--- config.mk ---
export PLATFORM = sky130hd
export DESIGN_NAME = mem_port_arbiter
export DESIGN_NICKNAME = d
export VERILOG_FILES = /design/src/rtl/mem_port_arbiter.sv
export SDC_FILE = /design/constraint.sdc
export NUM_CORES = 1
export LEC_CHECK = 0
export ABC_AREA = 1
export CORE_MARGIN = 2
export CORE_UTILIZATION = 45
export DETAILED_ROUTE_END_ITERATION = 10
export GPL_ROUTABILITY_DRIVEN = 1
export PLACE_DENSITY = 0.87
export SLEW_MARGIN = 20
export SYNTH_ARGS = -nofsm -noshare
export SYNTH_HDL_FRONTEND = slang
export SYNTH_SLANG_ARGS = --single-unit
--- constraint.sdc ---
create_clock -name clock -period 3.8 [get_ports clock]
set_clock_uncertainty 0.15 [all_clocks]
set_input_delay 0.76 -clock clock [delete_from_list [all_inputs] [get_ports clock]]
set_output_delay 0.76 -clock clock [all_outputs]
set_load 0.01 [all_outputs]
--- src/rtl/mem_port_arbiter.sv ---
// Three-way round-robin arbiter that owns the processor memory port: fetch (0),
// load/store (1) and debug (2) take turns, one transaction at a time.
module mem_port_arbiter #(
    parameter int ADDR_W   = 8,
    parameter int DATA_W   = 8,
    parameter int READ_LAT = 1
) (
    input  logic                  clock,
    input  logic                  reset,
    input  logic [2:0]            req,
    input  logic [2:0]            we,
    input  logic [3*ADDR_W-1:0]   addr,
    input  logic [3*DATA_W-1:0]   wdata,
    output logic [2:0]            gnt,
    output logic [2:0]            ack,
    output logic [DATA_W-1:0]     rdata,
    output logic                  busy,
    output logic [ADDR_W-1:0]     mem_addr,
    output logic [DATA_W-1:0]     mem_wdata,
    output logic                  mem_wren,
    output logic                  mem_rden,
    input  logic [DATA_W-1:0]     mem_q
);

    localparam int CNT_W = (READ_LAT < 2) ? 1 : $clog2(READ_LAT + 1);

    typedef enum logic [1:0] {
        S_IDLE,
        S_ACCESS,
        S_WAIT,
        S_RESP
    } state_t;

    state_t              r_state;
    state_t              w_state_next;
    logic [1:0]          r_last;
    logic [1:0]          r_win;
    logic [1:0]          w_win;
    logic                w_any;
    logic [2:0]          w_win_onehot;
    logic                r_we;
    logic [ADDR_W-1:0]   r_addr;
    logic [DATA_W-1:0]   r_wdata;
    logic [DATA_W-1:0]   r_rdata;
    logic [CNT_W-1:0]    r_cnt;
    logic [ADDR_W-1:0]   w_addr_arr  [3];
    logic [DATA_W-1:0]   w_wdata_arr [3];

    genvar gi;
    generate
        for (gi = 0; gi < 3; gi++) begin : g_unpack
            assign w_addr_arr[gi]  = addr[gi*ADDR_W +: ADDR_W];
            assign w_wdata_arr[gi] = wdata[gi*DATA_W +: DATA_W];
        end
    endgenerate

    // Search starts just after the last winner, so every requester is at most
    // two transactions away from service.
    always_comb begin
        w_win = 2'd0;
        w_any = |req;
        case (r_last)
            2'd0: begin
                if (req[1])      w_win = 2'd1;
                else if (req[2]) w_win = 2'd2;
                else             w_win = 2'd0;
            end
            2'd1: begin
                if (req[2])      w_win = 2'd2;
                else if (req[0]) w_win = 2'd0;
                else             w_win = 2'd1;
            end
            default: begin
                if (req[0])      w_win = 2'd0;
                else if (req[1]) w_win = 2'd1;
                else             w_win = 2'd2;
            end
        endcase
    end

    assign w_win_onehot = 3'b001 << r_win;

    always_ff @(posedge clock or posedge reset) begin
        if (reset) begin
            r_state <= S_IDLE;
        end else begin
            r_state <= w_state_next;
        end
    end

    // Strobes, grant and ack decode straight from state so an async reset
    // removes them without waiting for a clock edge.
    always_comb begin
        w_state_next = r_state;
        gnt          = 3'b000;
        ack          = 3'b000;
        mem_wren     = 1'b0;
        mem_rden     = 1'b0;
        busy         = 1'b1;
        case (r_state)
            S_IDLE: begin
                busy = 1'b0;
                if (w_any) begin
                    w_state_next = S_ACCESS;
                end
            end
            S_ACCESS: begin
                gnt          = w_win_onehot;
                mem_wren     = r_we;
                mem_rden     = ~r_we;
                w_state_next = r_we ? S_RESP : S_WAIT;
            end
            S_WAIT: begin
                gnt = w_win_onehot;
                if (r_cnt == CNT_W'(1)) begin
                    w_state_next = S_RESP;
                end
            end
            default: begin
                gnt          = w_win_onehot;
                ack          = w_win_onehot;
                w_state_next = S_IDLE;
            end
        endcase
    end

    always_ff @(posedge clock or posedge reset) begin
        if (reset) begin
            r_last  <= 2'd2;
            r_win   <= 2'd0;
            r_we    <= 1'b0;
            r_addr  <= '0;
            r_wdata <= '0;
            r_rdata <= '0;
            r_cnt   <= '0;
        end else begin
            case (r_state)
                S_IDLE: begin
                    if (w_any) begin
                        r_win   <= w_win;
                        r_last  <= w_win;
                        r_we    <= we[w_win];
                        r_addr  <= w_addr_arr[w_win];
                        r_wdata <= w_wdata_arr[w_win];
                    end
                end
                S_ACCESS: begin
                    r_cnt <= CNT_W'(READ_LAT);
                end
                S_WAIT: begin
                    r_cnt <= r_cnt - CNT_W'(1);
                    if (r_cnt == CNT_W'(1)) begin
                        r_rdata <= mem_q;
                    end
                end
                default: begin
                end
            endcase
        end
    end

    assign mem_addr  = r_addr;
    assign mem_wdata = r_wdata;
    assign rdata     = r_rdata;

endmodule
==> flow_summary.toml <==
[sta]
rsz0062_at_grt = "false"
worst_slew_pin_slew_ps = 434.4
hold_ws_ps = 354.2
period_needed_ps = 2686
fmax_mhz = 372.3
fin_tns_setup_ps = 0
finalSetupViolations = 0
finalHoldViolations = 0
relSlewSlack = 0.7100
period_share = 0.7069
drv_slew = 0

[place]
numPortBuffers = 96
gp_congestion = 0.8755
dp_hpwl_um = 4110

[synth]
synth_area_um2 = 2068
synth_flop_cell = "dfrtp_1"
ys_ff_latch = 31
seq_area_frac_synth = 0.3757
synth_top_area_cell = "dfrtp_1"
yosysTopAreaCellShare = 0.3630
synth_area_leaders = "dfrtp_1, inv_1, nor2_1"
yosys_warnings = 0
syn_area_per_cell_um2 = 7.576
syn_nets = 341
async_flop_share = 1.000
synth_cell_types = 27
synth-edff-count = 0
synthCells = 273

[clocking]
cts-root-buf = "clkbuf_8"
clk_pin_slew_ps = 60
cts_inserted_buffers = 5
tritoncts = "yes"
cts_buffer_depth = 2
cts.htree.levels = 2
clkSinkCount = 31
cts_setup_buffers = 0
cts_hold_buffers = 0
cts_resized = 0
insertion_delay_ps = 280

[pwr]
p_leak_nw = 1.510
p_sw_frac = 0.4135
vdd_ir_drop_max_uv = 306.7
power_density_nw_per_um2 = 723.1
power_frac_comb = 0.595
p_sw_uw = 928.6
pwr-share-clk = 0.126
p_seq_frac = 0.279
p_int_mw = 1.317

[cells_and_area]
drive_above_1_share = 0.1413
nNetsFinal = 435
num_antenna_cells = 0
syn2layout_area_growth_pct = 50.15
nFillCells = 359

[critical_path]
path_class = "register to output pin"
path_cells = "inv_1 -> ha_1 -> nor3_1 -> clkdlybuf4s50_1"
cp_data_required_time_ps = 2890
reg2regPathDepth = 5
r2r_start = "r_last[1]"
worstSetupStartpoint = "r_state[0]"
critPathArrivalTime_ps = 1780
crit_path_start_kind = "register"
slowest_stage = "clkdlybuf4s50_1"
setup.worst_path.end = "gnt[1]"
critPathMaxStageDelay_ps = 560
path_max_fanout = 6
end_kind = "output pin"
r2r_setup_slack_ps = 1760
r2r-end = "mem_addr[7]"

[route]
wl_met1_um = 2131
met2_length_um = 2731
ant_nets = 0
first_pass_iters = 4
routed_wirelength_um = 5474
dr_total_vias = 2068
drt_drc_violations_left = 0
dr_wl_met3_um = 480
highest_layer = "met4"
viasPerCell = 4.924
avgRoutedWirePerCell_um = 13.03
drt_iter0_markers = 85

[floorplan]
fp.dieH_um = 71.80
start_util = 0.4717
fp.dieW_um = 71.80
rows = 24
core_um2 = 4384
ioPinCount = 97
die_area_um2 = 5155

[global_route]
grt_antenna_before_repair = 0
grt_overflow_total = 0
track_usage = 0.2272
grt_max_degree = 33
grt_pass1_wl_um = 9177
grt_pass1_vias = 2095

[worst_hold_path]
min_path_type = "register to register"

[run_status]
outcome = "complete, no violations"

[run]
cap_viol_max_count = 0
## Yosys cell counts, types with 2 or more instances
cell      count
nand2_1      35
o21ai_1       2
nand3_2       2
a21oi_2      14
nor3_1        6
ha_1          4
inv_2         2
o21ai_0       2
a21oi_1       2
buf_6         7
buf_2         2
mux2_2        8
inv_1        64
nor2_1       39
nand3_1      16
nand4_1      15
dfrtp_1      30
nor2_2       13
o211ai_1      2
## placed cells by master, fill, tap and decap left out, types with 2 or more instances in the layout
| cell type | synthesis | final |
|---|---|---|
| clkbuf_8 | 0 | 7 |
| mux2_2 | 8 | 8 |
| o211ai_1 | 2 | 2 |
| nor3_1 | 6 | 6 |
| a21oi_2 | 14 | 14 |
| nand4_1 | 15 | 15 |
| nor2_2 | 13 | 13 |
| nand2_1 | 35 | 35 |
| dfrtp_1 | 30 | 30 |
| nand3_2 | 2 | 2 |
| ha_1 | 4 | 4 |
| nor2_1 | 39 | 39 |
| inv_1 | 64 | 64 |
| buf_4 | 1 | 2 |
| inv_2 | 2 | 2 |
| o21ai_1 | 2 | 2 |
| clkdlybuf4s50_1 | 0 | 96 |
| o21ai_0 | 2 | 2 |
| nand3_1 | 16 | 16 |
| a21oi_1 | 2 | 2 |
## layer usage
layer,GRT usage,vias up
met1,0.2739,930
met2,0.3868,98
met4,0.09434,0
li1,-,1028
met3,0.05626,12
met5,0,-
## final cells by class
| type | instances | area [um2] | share of cell area |
|---|---|---|---|
| multi-input cells | 165 | 939.7 | 0.3026 |
| flip-flops and latches | 31 | 777.0 | 0.2502 |
| repair buffers | 98 | 975.9 | 0.3143 |
| clock buffers | 8 | 100.1 | 0.03223 |
| inverters | 66 | 247.7 | 0.07977 |
| well taps | 52 | 65.06 | 0.02095 |
## power by group through the flow
| stage | combinational, mW | sequential (mW) | clock (mW) |
|---|---|---|---|
| floorplan | 0.810 | 0.671 | 0 |
| global placement | 1.29 | 0.625 | 0 |
| detailed placement | 1.33 | 0.632 | 0 |
| CTS | 1.35 | 0.628 | 0.288 |
| global route | 1.48 | 0.649 | 0.302 |
| finish | 1.34 | 0.628 | 0.282 |
## registers in the layout, summed over array words and instances (netlist names)
| signal | cells |
|---|---|
| r_cnt | 1 |
| mem_addr | 8 |
| r_state | 2 |
| r_we | 1 |
| rdata | 8 |
| r_last | 2 |
| mem_wdata | 8 |
| r_win | 1 |
## worst min path at each step
stage,to,depth (start not counted),start,slack (ps)
after floorplan,r_cnt,2,r_cnt,320
after global placement,rdata[0],1,rdata[0],340
after detailed placement,rdata[0],1,rdata[0],340
after CTS,rdata[0],1,rdata[0],360
after global routing,rdata[7],1,rdata[7],370
final,rdata[7],1,rdata[7],350
## critical path, delay by kind of cell, from the launching register on
| kind | cells | cell delay [ps] |
|---|---|---|
| AND/OR/NAND/NOR | 1 | 190 |
| adder cells (fa/ha/maj) | 1 | 260 |
| buffers and inverters | 2 | 640 |
| flip-flops | 1 | 400 |
## logic make-up (layout without fill, tap and decap cells)
| group | after synthesis | after routing | share of synthesized area |
|---|---|---|---|
| DFF | 31 | 31 | 0.3757 |
| adders and majority gates | 4 | 4 | 0.02420 |
| buffers and inverters | 77 | 172 | 0.1700 |
| and+or+nand+nor | 129 | 129 | 0.2989 |
| AOI/OAI and AO/OA | 24 | 24 | 0.08772 |
| muxes | 8 | 8 | 0.04356 |
## metrics by stage
step	std cells	util	area [um2]	power (mW)	setup slack [ps]
after floorplan	273	-	2068	1.481	1906
after global placement	412	0.6855	3005	1.918	1126
after detailed placement	412	0.6855	3005	1.967	1024
after CTS	420	0.7083	3105	2.262	1120
after global routing	420	0.7083	3105	2.432	1015
final	420	0.7083	3105	2.245	1114
No activity file was read; power rests on OpenSTA's default activity.
